--- src/rtl/cpu_arith_pkg.sv ---
// Shared widths, state encoding and constants for the CPU arithmetic section.
package cpu_arith_pkg;

  localparam int DIVD_W = 6;
  localparam int DIVS_W = 4;
  localparam int PART_W = DIVS_W + 1;
  localparam int CNT_W  = 3;

  localparam logic [CNT_W-1:0]  CNT_LAST = CNT_W'(DIVD_W - 1);
  localparam logic [DIVD_W-1:0] QSAT     = 6'h3F;

  typedef enum logic [1:0] {
    S_IDLE = 2'd0,
    S_RUN  = 2'd1,
    S_FIN  = 2'd2
  } div_state_t;

endpackage

--- src/rtl/fulladder.sv ---
// Single-bit full adder cell shared by the arithmetic section.
module fulladder (
  input  logic i_a,
  input  logic i_b,
  input  logic i_ci,
  output logic o_s,
  output logic o_co
);

  assign o_s  = i_a ^ i_b ^ i_ci;
  assign o_co = (i_a & i_b) | (i_ci & (i_a ^ i_b));

endmodule

--- src/rtl/trialsub5.sv ---
// 5-bit ripple subtractor A - B built as A + ~B + 1 from full-adder cells.
module trialsub5
  import cpu_arith_pkg::*;
(
  input  logic [PART_W-1:0] i_a,
  input  logic [PART_W-1:0] i_b,
  output logic [PART_W-1:0] o_diff,
  output logic              o_nborrow
);

  logic [PART_W:0] w_carry;

  assign w_carry[0] = 1'b1;

  for (genvar g = 0; g < PART_W; g++) begin : g_bit
    fulladder u_fa (
      .i_a  (i_a[g]),
      .i_b  (~i_b[g]),
      .i_ci (w_carry[g]),
      .o_s  (o_diff[g]),
      .o_co (w_carry[g+1])
    );
  end

  // Carry out of the top cell set means A >= B.
  assign o_nborrow = w_carry[PART_W];

endmodule

--- src/rtl/seq_divider_6by4.sv ---
// Multi-cycle restoring divider: 6-bit / 4-bit unsigned, one quotient bit per clock.
// state  | meaning
// S_IDLE | waiting for start; operands captured on acceptance
// S_RUN  | one restoring step per cycle, six steps in total
// S_FIN  | results registered, done pulses in the following cycle
module seq_divider_6by4
  import cpu_arith_pkg::*;
(
  input  logic              i_clk,
  input  logic              i_rst_n,
  input  logic              i_start,
  input  logic [DIVD_W-1:0] i_dividend,
  input  logic [DIVS_W-1:0] i_divisor,
  output logic              o_busy,
  output logic              o_done,
  output logic [DIVD_W-1:0] o_quotient,
  output logic [DIVS_W-1:0] o_remainder,
  output logic              o_div_by_zero
);

  div_state_t        r_state;
  div_state_t        w_state_nxt;

  logic [DIVD_W-1:0] r_shreg;
  logic [DIVS_W-1:0] r_divisor;
  logic [PART_W-1:0] r_partial;
  logic [CNT_W-1:0]  r_count;

  logic [DIVD_W-1:0] r_quotient;
  logic [DIVS_W-1:0] r_remainder;
  logic              r_div_by_zero;
  logic              r_done;

  logic [PART_W-1:0] w_shifted;
  logic [PART_W-1:0] w_diff;
  logic              w_nborrow;
  logic              w_unused_partial_msb;

  assign w_shifted = {r_partial[DIVS_W-1:0], r_shreg[DIVD_W-1]};

  trialsub5 u_trialsub5 (
    .i_a       (w_shifted),
    .i_b       ({1'b0, r_divisor}),
    .o_diff    (w_diff),
    .o_nborrow (w_nborrow)
  );

  // The final partial is always below the divisor, so its top bit never reaches the output.
  assign w_unused_partial_msb = r_partial[PART_W-1];

  always_ff @(posedge i_clk or negedge i_rst_n) begin
    if (!i_rst_n) begin
      r_state <= S_IDLE;
    end else begin
      r_state <= w_state_nxt;
    end
  end

  always_comb begin
    w_state_nxt = r_state;
    case (r_state)
      S_IDLE: begin
        if (i_start) begin
          w_state_nxt = (i_divisor == '0) ? S_FIN : S_RUN;
        end
      end
      S_RUN: begin
        if (r_count == '0) begin
          w_state_nxt = S_FIN;
        end
      end
      S_FIN:   w_state_nxt = S_IDLE;
      default: w_state_nxt = S_IDLE;
    endcase
  end

  always_ff @(posedge i_clk or negedge i_rst_n) begin
    if (!i_rst_n) begin
      r_shreg   <= '0;
      r_divisor <= '0;
      r_partial <= '0;
      r_count   <= '0;
    end else begin
      case (r_state)
        S_IDLE: begin
          if (i_start) begin
            r_shreg   <= i_dividend;
            r_divisor <= i_divisor;
            r_partial <= '0;
            r_count   <= CNT_LAST;
          end
        end
        S_RUN: begin
          r_partial <= w_nborrow ? w_diff : w_shifted;
          r_shreg   <= {r_shreg[DIVD_W-2:0], w_nborrow};
          if (r_count != '0) begin
            r_count <= r_count - 1'b1;
          end
        end
        default: begin
        end
      endcase
    end
  end

  // Results move only on the edge leaving S_FIN, i.e. the edge that raises done.
  always_ff @(posedge i_clk or negedge i_rst_n) begin
    if (!i_rst_n) begin
      r_done        <= 1'b0;
      r_quotient    <= '0;
      r_remainder   <= '0;
      r_div_by_zero <= 1'b0;
    end else begin
      r_done <= (r_state == S_FIN);
      if (r_state == S_FIN) begin
        if (r_divisor == '0) begin
          r_quotient    <= QSAT;
          r_remainder   <= r_shreg[DIVS_W-1:0];
          r_div_by_zero <= 1'b1;
        end else begin
          r_quotient    <= r_shreg;
          r_remainder   <= r_partial[DIVS_W-1:0];
          r_div_by_zero <= 1'b0;
        end
      end
    end
  end

  assign o_busy        = (r_state == S_RUN);
  assign o_done        = r_done;
  assign o_quotient    = r_quotient;
  assign o_remainder   = r_remainder;
  assign o_div_by_zero = r_div_by_zero;

endmodule

--- config.mk ---
export PLATFORM = sky130hd
export DESIGN_NAME = seq_divider_6by4
export DESIGN_NICKNAME = d
export VERILOG_FILES = /design/src/rtl/cpu_arith_pkg.sv /design/src/rtl/fulladder.sv /design/src/rtl/trialsub5.sv /design/src/rtl/seq_divider_6by4.sv
export SDC_FILE = /design/constraint.sdc
export NUM_CORES = 1
export LEC_CHECK = 0
export BUFFER_PORTS_ARGS = -buffer_cell sky130_fd_sc_hd__buf_2
export CAP_MARGIN = 5
export CORE_MARGIN = 1.5
export CORE_UTILIZATION = 54
export CTS_CLUSTER_DIAMETER = 100
export DETAILED_ROUTE_END_ITERATION = 7
export PLACE_DENSITY_LB_ADDON = 0.12
export SLEW_MARGIN = 20
export SYNTH_ARGS = -nofsm -noshare
export SYNTH_HDL_FRONTEND = slang
export SYNTH_HIERARCHICAL = 1
export SYNTH_SLANG_ARGS = --single-unit
--- constraint.sdc ---
create_clock -name i_clk -period 3.4 [get_ports i_clk]
set_clock_uncertainty 0.2 [all_clocks]
set_input_delay 0.17 -clock i_clk [delete_from_list [all_inputs] [get_ports i_clk]]
set_output_delay 0.17 -clock i_clk [all_outputs]
set_load 0.005 [all_outputs]
==> results of run 1 <==
-- final timing paths --
check,startpoint,to,cells after the start
min reg2reg,o_quotient[4],o_quotient[4],2
max in group asynchronous,i_rst_n,r_divisor[2],2
max,r_shreg[5],r_partial[0],7
min,i_rst_n,o_done,2
min in group i_clk,o_quotient[4],o_quotient[4],2
max reg2reg,r_shreg[5],r_partial[0],7
-- final cells by class --
cell class                      count  area (µm²)  share of cell area
Clock buffer                        8        68.8              0.0377
Inverter                           10        37.5              0.0206
Multi-Input combinational cell     91         643               0.353
Sequential cell                    31         776               0.426
Tap cell                           30        37.5              0.0206
Timing Repair Buffer               39         260               0.143
-- Yosys cell counts (2+ instances only) --
| master | instances |
|---|---|
| sky130_fd_sc_hd__fa_1 | 5 |
| sky130_fd_sc_hd__conb_1 | 2 |
| sky130_fd_sc_hd__nand3_1 | 4 |
| sky130_fd_sc_hd__o21ai_0 | 17 |
| sky130_fd_sc_hd__nand2b_1 | 2 |
| sky130_fd_sc_hd__nor3_1 | 2 |
| sky130_fd_sc_hd__a21oi_1 | 2 |
| sky130_fd_sc_hd__dfrtp_1 | 31 |
| sky130_fd_sc_hd__buf_6 | 2 |
| sky130_fd_sc_hd__nor3b_1 | 2 |
| sky130_fd_sc_hd__ha_1 | 2 |
| sky130_fd_sc_hd__clkbuf_1 | 4 |
| sky130_fd_sc_hd__nor2_1 | 7 |
| sky130_fd_sc_hd__o21ai_1 | 3 |
| sky130_fd_sc_hd__mux2_2 | 5 |
| sky130_fd_sc_hd__mux2i_1 | 14 |
| sky130_fd_sc_hd__inv_1 | 10 |
| sky130_fd_sc_hd__buf_2 | 2 |
| sky130_fd_sc_hd__nand2_1 | 17 |
-- cell families (layout without fill, tap and decap cells) --
| kind of cell | count (synthesis) | after routing | share of synthesized area |
|---|---|---|---|
| adder cells (fa/ha/maj) | 7 | 7 | 0.0832 |
| flip-flops | 31 | 31 | 0.516 |
| AO/OA/AOI/OAI | 25 | 25 | 0.0874 |
| other | 2 | 2 | 0.00499 |
| multiplexers | 19 | 19 | 0.131 |
| AND/OR/NAND/NOR | 38 | 38 | 0.121 |
| buffers and inverters | 18 | 57 | 0.0566 |
-- metal layers --
layer | vias to the layer above | track usage
met4 | 0 | 0.0627
li1 | 541 | -
met5 | - | 0
met2 | 26 | 0.345
met1 | 509 | 0.269
met3 | 2 | 0.0767
-- critical path: cells and delay by family (launching register included) --
family | cells | cell delay, ps
mux | 1 | 210
flops | 1 | 440
fa+ha+maj | 5 | 2160
compound gates | 1 | 90
-- flip-flops by register name, summed over array words and instances, names as in the netlist --
name and cells:
o_div_by_zero 1, o_done 1, o_quotient 6, o_remainder 4
r_count 3, r_divisor 4, r_partial 4, r_shreg 6
r_state 2
-- through the flow --
stage	instance area [µm²]	total power, W	util	setup WS [ps]	hold slack, ps
final	1820	0.00152	0.716	185	203
after global routing	1820	0.00167	0.716	27.4	256
after CTS	1820	0.00154	0.716	170	214
after detailed placement	1630	0.00128	0.642	215	49.1
after global placement	1630	0.00125	0.642	303	43.0
after floorplan	1500	0.00111	-	351	-326
-- power groups by stage --
stage / clock (W) / sequential, W / combinational [W]
global placement: 0 / 0.000647 / 0.000604
global route: 0.000268 / 0.000679 / 0.000724
CTS: 0.000253 / 0.000648 / 0.000636
floorplan: 0 / 0.000634 / 0.000473
detailed placement: 0 / 0.000656 / 0.000624
finish: 0.000246 / 0.000645 / 0.000629
-- what timing repair did --
| item | CTS | global route |
|---|---|---|
| setup buffers | 0 | 0 |
| endpoints found under the hold margin | 43 | 0 |
| hold buffers | 12 | 0 |
| resized for setup | 0 | 0 |
==> load_flow_metrics.sql, run 1 <==
INSERT INTO impl_metrics (metric_group, metric, value, unit) VALUES
('outcome', 'outcome', 'complete, no violations', ''),
('synth', 'yosys-top-cells-area', 'sky130_fd_sc_hd__dfrtp_1 52%, sky130_fd_sc_hd__mux2i_1 9.3%, sky130_fd_sc_hd__fa_1 6.7%', ''),
('timing', 'totalNegativeSetupSlack', '0', 'ps'),
('clock_network', 'clock-sinks', '31', ''),
('synth', 'yosys.area.top_type_share', '0.516', ''),
('synth', 'post-synth-top-area-cell', 'sky130_fd_sc_hd__dfrtp_1', ''),
('drt', 'topRoutingLayerUsed', 'met4', ''),
('synth', 'asyncSetResetFlopFracSynth', '1.00', ''),
('placed_design', 'dp_hpwl', '1.87', 'mm'),
('drt', 'drt_iter0_markers', '28', ''),
('layout', 'finish.net_count', '198', ''),
('timing', 'layout_worst_path_cycle_share', '0.946', ''),
('drt', 'wl_met2', '1.35', 'mm'),
('power_and_ir_drop', 'reported_net_switching_power', '0.000574', 'W'),
('critical_path', 'worst_ep_required_time', '3410', 'ps'),
('clock_network', 'clock_insertion_delay_worst_skew', '330', 'ps'),
('timing', 'hold_violations', '0', ''),
('floorplan', 'std_cell_rows', '18', ''),
('floorplan', 'placeable_core_region', '2540', 'µm²'),
('clock_network', 'cts-buffers-inserted', '5', ''),
('floorplan', 'die_h', '55.8', 'µm'),
('synth', 'synth_fp_nets', '160', ''),
('synth', 'ys.flop_type', 'sky130_fd_sc_hd__dfrtp_1', ''),
('layout', 'mostFrequentLayoutCell', 'sky130_fd_sc_hd__dfrtp_1', ''),
('synth', 'syn_inst', '140', ''),
('clock_network', 'ctsLongestPathBuffers', '2', ''),
('power_and_ir_drop', 'power.clock.fraction', '0.162', ''),
('placed_design', 'place.port_buffers', '25', ''),
('timing', 'max_freq', '311', 'MHz'),
('grt', 'antenna_violations_before_repair', '0', ''),
('critical_path', 'cpMostUsedCell', 'sky130_fd_sc_hd__fa_1', ''),
('clock_network', 'cts_tree', 'built', ''),
('drt', 'routed-wl-met3', '128', 'µm'),
('hold_path', 'hold_class', 'in -> async', ''),
('power_and_ir_drop', 'comb_power_share', '0.414', ''),
('power_and_ir_drop', 'p_leak', '0.901', 'nW'),
('critical_path', 'launching_element_type_of_the_critical_path', 'register', ''),
('synth', 'synth.yosys.warnings', '6', ''),
('critical_path', 'critPathCaptureType', 'register', ''),
('grt', 'largest_net_degree_at_the_start_of_global_routing', '32', ''),
('grt', 'grt_remaining_overflow', '0', ''),
('clock_network', 'path_clk_slew', '100', 'ps'),
('drt', 'routed-via-count', '1078', ''),
('power_and_ir_drop', 'vdd_drop_max', '700', 'µV'),
('grt', 'first_global_vias', '1094', ''),
('power_and_ir_drop', 'p_sw_frac', '0.378', ''),
('layout', 'diodes', '0', ''),
('drt', 'detail_route.wl_per_cell', '13.2', 'µm'),
('power_and_ir_drop', 'sequentialPowerShare', '0.424', ''),
('floorplan', 'die_w', '55.8', 'µm'),
('critical_path', 'critical_path.max_stage_delay', '520', 'ps'),
('synth', 'syn_avg_cell_area', '10.7', 'µm²'),
('timing', 'period_needed', '3210', 'ps'),
('synth', 'synthesis.area', '1500', 'µm²'),
('timing', 'tightestPinTransition', '692', 'ps'),
('timing', 'timing.final.max_slew_violations', '0', ''),
('synth', 'synth_edf_count', '0', ''),
('placed_design', 'place_inst', '189', ''),
('floorplan', 'initial_core_util', '0.591', ''),
('critical_path', 'rrSetupSlack', '190', 'ps'),
('timing', 'grt_setup_unrepaired', 'no', ''),
('drt', 'route.final.wire_length', '2.75', 'mm'),
('job', 'timing.max_cap.violations', '0', ''),
('timing', 'setup_viol', '0', ''),
('layout', 'commonest_cells_after_routing_fill_and_taps_aside', '31 x sky130_fd_sc_hd__dfrtp_1, 25 x sky130_fd_sc_hd__buf_2, 17 x sky130_fd_sc_hd__nand2_1, 17 x sky130_fd_sc_hd__o21ai_0, 14 x sky130_fd_sc_hd__mux2i_1', ''),
('power_and_ir_drop', 'pwrdens', '834', 'nW/µm²'),
('critical_path', 'cp.arrival', '3220', 'ps'),
('synth', 'ys_seq_elements', '31', ''),
('layout', 'drive_above_1_share', '0.223', ''),
('synth', 'synth_seq_area_share', '0.516', ''),
('layout', 'instances_no_fill', '209', '');
Power figures use the tool's default switching activity.
==> inputs of run 2 (changes only) <==
--- a/config.mk
+++ b/config.mk
@@ -11,6 +11,7 @@
 export CORE_UTILIZATION = 54
 export CTS_CLUSTER_DIAMETER = 100
 export DETAILED_ROUTE_END_ITERATION = 7
+export MAX_ROUTING_LAYER = met4
 export PLACE_DENSITY_LB_ADDON = 0.12
 export SLEW_MARGIN = 20
 export SYNTH_ARGS = -nofsm -noshare
==> run 2 against run 1 <==
Fmax about the same; critical path depth did not move; clock-buffer cell count did not move; cell count is the same; sequential share of layout area did not move; core utilization is the same; total power about the same; cell area stayed put; setup slack is essentially flat; worst hold slack better by 1.4 ps; via count about the same; critical path type unchanged; highest routed layer unchanged.
==> load_flow_metrics.sql, run 2 (synthesis results as in run 1) <==
INSERT INTO impl_metrics (metric_group, metric, value, unit) VALUES
('clock_network', 'post_cts_resized', '0', ''),
('timing', 'max_slew_margin', '0.538', ''),
('drt', 'route.final.wire_length', '2.75', 'mm'),
('timing', 'totalNegativeSetupSlack', '0', 'ps'),
('power_and_ir_drop', 'reported_net_switching_power', '0.000573', 'W'),
('layout', 'drive_above_1_share', '0.223', ''),
('power_and_ir_drop', 'power.clock.fraction', '0.162', ''),
('floorplan', 'initial_core_util', '0.591', ''),
('clock_network', 'clk_root_buffer_cell', 'sky130_fd_sc_hd__clkbuf_4', ''),
('drt', 'postRouteAntennaNets', '0', ''),
('grt', 'antenna_violations_before_repair', '0', ''),
('power_and_ir_drop', 'pwrdens', '833', 'nW/µm²'),
('power_and_ir_drop', 'sequentialPowerShare', '0.424', ''),
('layout', 'fillerInstances', '199', ''),
('placed_design', 'place.port_buffers', '25', ''),
('critical_path', 'crit-reg2reg-capture', 'r_partial[0]', ''),
('clock_network', 'clock_insertion_delay_worst_skew', '330', 'ps'),
('power_and_ir_drop', 'p_sw_frac', '0.377', ''),
('clock_network', 'cts_tree', 'built', ''),
('drt', 'drt_pass1_iterations', '4', ''),
('critical_path', 'crit_slowest_cell', 'sky130_fd_sc_hd__fa_1', ''),
('clock_network', 'clock_tree.htree_level_count', '2', ''),
('layout', 'commonest_cells_after_routing_fill_and_taps_aside', '31 x sky130_fd_sc_hd__dfrtp_1, 25 x sky130_fd_sc_hd__buf_2, 17 x sky130_fd_sc_hd__nand2_1, 17 x sky130_fd_sc_hd__o21ai_0, 14 x sky130_fd_sc_hd__mux2i_1', ''),
('power_and_ir_drop', 'p_leak', '0.901', 'nW'),
('critical_path', 'r2r_start', 'r_shreg[5]', ''),
('critical_path', 'rrSetupSlack', '190', 'ps'),
('drt', 'detail_route.wl_per_cell', '13.1', 'µm'),
('grt', 'global_route.usage.total', '0.219', ''),
('critical_path', 'worst_ep_required_time', '3410', 'ps'),
('timing', 'max_freq', '311', 'MHz'),
('placed_design', 'gp_routability_congestion', '0.793', ''),
('floorplan', 'pin_count', '26', ''),
('floorplan', 'die_w', '55.8', 'µm'),
('layout', 'mostFrequentLayoutCell', 'sky130_fd_sc_hd__dfrtp_1', ''),
('layout', 'area_growth', '21.2', '%'),
('hold_path', 'hold_class', 'in -> async', ''),
('floorplan', 'die_h', '55.8', 'µm'),
('timing', 'setup_viol', '0', ''),
('critical_path', 'cpMostUsedCell', 'sky130_fd_sc_hd__fa_1', ''),
('layout', 'post_route_core_utilization', '0.716', ''),
('outcome', 'outcome', 'complete, no violations', ''),
('grt', 'grt_remaining_overflow', '0', ''),
('drt', 'detail_route.vias_per_cell', '5.15', ''),
('critical_path', 'launching_element_type_of_the_critical_path', 'register', ''),
('critical_path', 'critical_path.max_fanout', '5', ''),
('timing', 'tightestPinTransition', '692', 'ps'),
('floorplan', 'dieArea', '3110', 'µm²'),
('drt', 'drc', '0', ''),
('timing', 'hold_violations', '0', ''),
('critical_path', 'critical-path-top-delay-family', 'adder cells', ''),
('critical_path', 'timing_worst_setup_path_type', 'reg -> reg', ''),
('timing', 'timing.final.max_slew_violations', '0', ''),
('clock_network', 'cts_hold_buffers', '12', ''),
('timing', 'grt_setup_unrepaired', 'no', ''),
('grt', 'grt_pass1_wl', '5.01', 'mm'),
('floorplan', 'std_cell_rows', '18', ''),
('clock_network', 'post-cts-setup-buffers', '0', ''),
('critical_path', 'worstPathCellList', 'fa_1 > fa_1 > fa_1 > fa_1 > fa_1 > mux2i_1 > o21ai_0', ''),
('timing', 'hold_slack', '204', 'ps'),
('grt', 'largest_net_degree_at_the_start_of_global_routing', '32', ''),
('timing', 'period_needed', '3210', 'ps'),
('drt', 'routed-via-count', '1077', ''),
('clock_network', 'path_clk_slew', '100', 'ps'),
('floorplan', 'placeable_core_region', '2540', 'µm²'),
('clock_network', 'ctsLongestPathBuffers', '2', ''),
('drt', 'drt_iter0_markers', '38', ''),
('critical_path', 'critPathBufInv', '0', ''),
('critical_path', 'r2r_cells', '7', ''),
('critical_path', 'critPathCaptureType', 'register', ''),
('critical_path', 'critical_path.max_stage_delay', '520', 'ps'),
('power_and_ir_drop', 'cellInternalPower', '0.000946', 'W'),
('power_and_ir_drop', 'comb_power_share', '0.414', ''),
('critical_path', 'cp.arrival', '3220', 'ps'),
('layout', 'diodes', '0', ''),
('clock_network', 'clock-sinks', '31', ''),
('power_and_ir_drop', 'vdd_drop_max', '700', 'µV'),
('timing', 'layout_worst_path_cycle_share', '0.946', ''),
('layout', 'finish.net_count', '198', ''),
('grt', 'first_global_vias', '1099', ''),
('clock_network', 'cts-buffers-inserted', '5', ''),
('job', 'timing.max_cap.violations', '0', ''),
('placed_design', 'dp_hpwl', '1.87', 'mm');
## run 2: cell counts in the layout (fill, tap and decap cells not counted)
Identical to the previous run, type by type.
## run 2: worst register-to-register path: cells and delay by family (launching register included)
family | cells | cell delay [ps]
multiplexers | 1 | 210
flip-flops | 1 | 440
AO/OA/AOI/OAI | 1 | 90
adder cells (fa/ha/maj) | 5 | 2170
## run 2: worst max path at each step
stage / start / end / slack (ps) / cells after the start
detailed placement: r_shreg[5] / r_partial[2] / 220 / 7
global placement: r_shreg[5] / r_partial[2] / 300 / 7
finish: r_shreg[5] / r_partial[0] / 190 / 7
global route: r_shreg[5] / r_partial[2] / 30 / 7
floorplan: r_shreg[5] / r_partial[0] / 350 / 8
CTS: r_shreg[5] / r_partial[0] / 170 / 7
## run 2: per-layer routing
metal / track usage / routed length (µm)
met4: 0.0627 / 15
met3: 0.0767 / 128
met2: 0.345 / 1360
met1: 0.268 / 1250
met5: - / 0
## run 2: cell type report
cell class              instances  area [µm²]  share of cell area
flip-flops and latches         31         776               0.426
repair buffers                 39         260               0.143
clock buffers                   8        68.8              0.0377
multi-input cells              91         643               0.353
well taps                      30        37.5              0.0206
inverters                      10        37.5              0.0206
## run 2: stage by stage
stage / cells / power [W] / area, µm² / setup slack [ps]
after floorplan: 140 / 0.00111 / 1500 / 351
after global placement: 189 / 0.00125 / 1630 / 303
after detailed placement: 189 / 0.00128 / 1630 / 215
after CTS: 209 / 0.00154 / 1820 / 170
after global routing: 209 / 0.00167 / 1820 / 27.4
final: 209 / 0.00152 / 1820 / 185
## run 2: power groups by stage
stage                     combinational [W]  clock (W)  sequential (W)
after floorplan                    0.000473          0        0.000634
after detailed placement           0.000624          0        0.000656
after global placement             0.000604          0        0.000647
after CTS                          0.000636   0.000253        0.000648
final                              0.000629   0.000246        0.000644
after global routing               0.000724   0.000268        0.000679
==> inputs of run 3 (changes only) <==
--- a/config.mk
+++ b/config.mk
@@ -16,5 +16,4 @@
 export SLEW_MARGIN = 20
 export SYNTH_ARGS = -nofsm -noshare
 export SYNTH_HDL_FRONTEND = slang
-export SYNTH_HIERARCHICAL = 1
 export SYNTH_SLANG_ARGS = --single-unit
==> run 3 against run 2 <==
Global-route usage is 1.5 points higher; area after synthesis is 0.25% lower; clock-buffer cell count is 1 lower; cell area is 1.5% lower; fmax is 22% higher; core utilization is 1.1 points lower; total power is 9.1% higher; highest routed layer unchanged.
==> load_flow_metrics.sql, run 3 <==
INSERT INTO impl_metrics (metric_group, metric, value, unit) VALUES
('outcome', 'outcome', 'complete, no violations', ''),
('clock_network', 'cts-buffers-inserted', '5', ''),
('timing', 'final_critical_path_setup_slack', '759', 'ps'),
('timing', 'timing.final.max_slew_violations', '0', ''),
('power_and_ir_drop', 'power.clock.fraction', '0.125', ''),
('critical_path', 'worstPathCellList', 'ha_1 > fa_1 > fa_1 > fa_1 > nand2b_1 > mux2i_1 > a21o_1', ''),
('critical_path', 'critical_path.max_stage_delay', '420', 'ps'),
('layout', 'post_route_core_utilization', '0.706', ''),
('floorplan', 'die_w', '55.7', 'µm'),
('power_and_ir_drop', 'vdd_drop_max', '608', 'µV'),
('timing', 'max_freq', '379', 'MHz'),
('clock_network', 'ctsLongestPathBuffers', '2', ''),
('critical_path', 'critical_path.max_fanout', '7', ''),
('floorplan', 'dieArea', '3100', 'µm²'),
('synth', 'ys.flop_type', 'sky130_fd_sc_hd__dfrtp_1', ''),
('placed_design', 'place.port_buffers', '25', ''),
('critical_path', 'rrSetupSlack', '760', 'ps'),
('grt', 'global_route.usage.total', '0.234', ''),
('placed_design', 'dp_slack', '776', 'ps'),
('layout', 'multi_input_comb_area', '638', 'µm²'),
('critical_path', 'cp.arrival', '2730', 'ps'),
('placed_design', 'gp_routability_congestion', '0.824', ''),
('grt', 'grt_pass1_wl', '5.35', 'mm'),
('clock_network', 'clock_tree.htree_level_count', '2', ''),
('synth', 'synth.yosys.warnings', '0', ''),
('layout', 'area.sequential', '776', 'µm²'),
('synth', 'synth_top_cells_by_count', '35 x sky130_fd_sc_hd__nand2_1, 31 x sky130_fd_sc_hd__dfrtp_1, 11 x sky130_fd_sc_hd__nand3_1, 8 x sky130_fd_sc_hd__inv_1, 8 x sky130_fd_sc_hd__nor2_1', ''),
('layout', 'instances_no_fill', '220', ''),
('critical_path', 'critical-path-top-delay-family', 'adder cells', ''),
('clock_network', 'clk_root_buffer_cell', 'sky130_fd_sc_hd__clkbuf_4', ''),
('critical_path', 'crit_slowest_cell', 'sky130_fd_sc_hd__dfrtp_1', ''),
('clock_network', 'clock-sinks', '31', ''),
('layout', 'fillerInstances', '224', ''),
('layout', 'mostFrequentLayoutCell', 'sky130_fd_sc_hd__nand2_1', ''),
('grt', 'antenna_violations_before_repair', '0', ''),
('layout', 'area_growth', '19.7', '%'),
('power_and_ir_drop', 'sequentialPowerShare', '0.409', ''),
('critical_path', 'r2r_cells', '7', ''),
('drt', 'detail_route.vias_per_cell', '5.27', ''),
('timing', 'layout_worst_path_cycle_share', '0.777', ''),
('clock_network', 'clock_insertion_delay_worst_skew', '340', 'ps'),
('floorplan', 'pin_count', '26', ''),
('drt', 'postRouteAntennaNets', '0', ''),
('drt', 'drt_iter0_markers', '38', ''),
('synth', 'synth_mux_area_frac', '0.0542', ''),
('critical_path', 'worst_ep_required_time', '3490', 'ps'),
('critical_path', 'r2r_start', 'r_divisor[0]', ''),
('grt', 'grt_remaining_overflow', '0', ''),
('layout', 'drive_above_1_share', '0.221', ''),
('synth', 'synthesis.area', '1500', 'µm²'),
('critical_path', 'launching_element_type_of_the_critical_path', 'register', ''),
('synth', 'yosys.area.top_type_share', '0.517', ''),
('synth', 'synth_compound_area_frac', '0.0859', ''),
('layout', 'commonest_cells_after_routing_fill_and_taps_aside', '35 x sky130_fd_sc_hd__nand2_1, 31 x sky130_fd_sc_hd__dfrtp_1, 25 x sky130_fd_sc_hd__buf_2', ''),
('hold_path', 'hold_class', 'in -> async', ''),
('drt', 'drt_pass1_iterations', '4', ''),
('clock_network', 'cts_tree', 'built', ''),
('timing', 'setup_viol', '0', ''),
('critical_path', 'critPathCaptureType', 'register', ''),
('power_and_ir_drop', 'reported_net_switching_power', '0.000682', 'W'),
('timing', 'grt_setup_unrepaired', 'no', ''),
('layout', 'diodes', '0', ''),
('layout', 'stdcell_area', '1800', 'µm²'),
('synth', 'asyncSetResetFlopFracSynth', '1.00', ''),
('synth', 'synth.most_common_cell', 'sky130_fd_sc_hd__nand2_1', ''),
('power_and_ir_drop', 'pwrdens', '923', 'nW/µm²'),
('clock_network', 'post_cts_resized', '0', ''),
('synth', 'synth_edf_count', '0', ''),
('critical_path', 'cpMostUsedCell', 'sky130_fd_sc_hd__fa_1', ''),
('grt', 'first_global_vias', '1172', ''),
('drt', 'route.final.wire_length', '3.07', 'mm'),
('drt', 'detail_route.wl_per_cell', '13.9', 'µm'),
('synth', 'syn_avg_cell_area', '9.94', 'µm²'),
('synth', 'yosys-top-cells-area', 'sky130_fd_sc_hd__dfrtp_1 52%, sky130_fd_sc_hd__nand2_1 8.8%, sky130_fd_sc_hd__mux2i_1 4.7%', ''),
('floorplan', 'initial_core_util', '0.589', ''),
('synth', 'post-synth-top-area-cell', 'sky130_fd_sc_hd__dfrtp_1', ''),
('critical_path', 'critPathBufInv', '0', ''),
('placed_design', 'placed_cell_area', '1630', 'µm²'),
('synth', 'ys_seq_elements', '31', ''),
('clock_network', 'post-cts-setup-buffers', '0', ''),
('placed_design', 'dp_hpwl', '2.10', 'mm'),
('drt', 'routed-via-count', '1160', ''),
('synth', 'synth-adder-area-share', '0.0651', ''),
('synth', 'synth_cell_types', '31', ''),
('drt', 'drc', '0', ''),
('synth', 'syn_inst', '151', ''),
('timing', 'hold_violations', '0', ''),
('floorplan', 'die_h', '55.7', 'µm'),
('floorplan', 'std_cell_rows', '18', ''),
('power_and_ir_drop', 'p_leak', '0.922', 'nW'),
('floorplan', 'placeable_core_region', '2540', 'µm²'),
('synth', 'synth_fp_nets', '170', ''),
('synth', 'synth-xor-area-share', '0', ''),
('placed_design', 'place_inst', '200', ''),
('timing', 'period_needed', '2640', 'ps'),
('synth', 'yosys.area_share.simple', '0.220', ''),
('grt', 'largest_net_degree_at_the_start_of_global_routing', '32', ''),
('timing', 'totalNegativeSetupSlack', '0', 'ps'),
('critical_path', 'timing_worst_setup_path_type', 'reg -> reg', ''),
('critical_path', 'crit-reg2reg-capture', 'r_partial[0]', ''),
('job', 'timing.max_cap.violations', '0', ''),
('timing', 'tightestPinTransition', '912', 'ps'),
('synth', 'synth_top_family_by_area', 'simple AND/OR/NAND/NOR gates', ''),
('synth', 'synth_seq_area_share', '0.517', ''),
('clock_network', 'path_clk_slew', '100', 'ps'),
('power_and_ir_drop', 'comb_power_share', '0.467', ''),
('power_and_ir_drop', 'p_sw_frac', '0.411', ''),
('layout', 'finish.net_count', '208', ''),
('timing', 'max_slew_margin', '0.390', ''),
('power_and_ir_drop', 'cellInternalPower', '0.000976', 'W');
-- run 3: changes by cell type after synthesis, sizes merged, moves of 2 or more --
cell | before | now
o21ai | 20 | 10
mux2 | 5 | 1
fa | 5 | 3
mux2i | 14 | 7
nand2 | 17 | 35
nand3 | 4 | 11
buf | 4 | 6
clkbuf | 4 | 2
nor3 | 2 | 4
conb | 2 | 0
and2 | 0 | 2
o31ai | 0 | 2
-- run 3: timing repair --
action | 4_1_cts | 5_1_grt
hold endpoints to repair | 43 | 0
hold buffers | 12 | 0
endpoints found under the setup margin | 0 | 0
-- run 3: worst max-delay path by stage --
stage	startpoint	end	cells past startpoint
after global routing	r_divisor[0]	r_partial[3]	7
after global placement	r_divisor[0]	r_partial[0]	7
after floorplan	r_divisor[0]	r_partial[0]	8
after detailed placement	r_divisor[0]	r_partial[3]	7
after CTS	r_divisor[0]	r_partial[3]	7
final	r_divisor[0]	r_partial[0]	7
-- run 3: worst reg2reg max path: cells and delay by family, from the launching register on --
family / cells / cell delay [ps]
adder cells (fa/ha/maj): 4 / 1360
flip-flops: 1 / 420
AND/OR/NAND/NOR: 1 / 240
multiplexers: 1 / 240
AO/OA/AOI/OAI: 1 / 130
-- run 3: cells by family after synthesis --
| kind of cell | count (synthesis) |
|---|---|
| mux | 8 |
| buf+inv | 17 |
| flops | 31 |
| simple gates | 69 |
| fa+ha+maj | 6 |
| compound gates | 20 |
-- run 3: metrics by stage --
step | power (W) | hold slack (ps)
final | 0.00166 | 206
after detailed placement | 0.00145 | 48.9
after global routing | 0.00181 | 254
after floorplan | 0.00125 | -326
after CTS | 0.00167 | 222
after global placement | 0.00140 | 43.1
-- run 3: power groups by stage --
| stage | Combinational, W | Sequential (W) | Clock [W] |
|---|---|---|---|
| after floorplan | 0.000591 | 0.000661 | 0 |
| after global placement | 0.000725 | 0.000674 | 0 |
| after detailed placement | 0.000768 | 0.000683 | 0 |
| after CTS | 0.000784 | 0.000677 | 0.000209 |
| after global routing | 0.000880 | 0.000702 | 0.000227 |
| final | 0.000774 | 0.000678 | 0.000207 |
-- run 3: layout make-up --
type,count,area share
multi-input cells,103,0.355
clock buffers,7,0.0251
clock inverters,1,0.00279
repair buffers,39,0.145
inverters,9,0.0188
well taps,30,0.0209
flip-flops and latches,31,0.432
-- run 3: metal layers --
layer,routed length (µm),up-vias,track usage
met2,1600,33,0.393
li1,-,577,-
met4,10,0,0.0627
met1,1310,548,0.269
met3,150,2,0.0791
met5,0,-,-
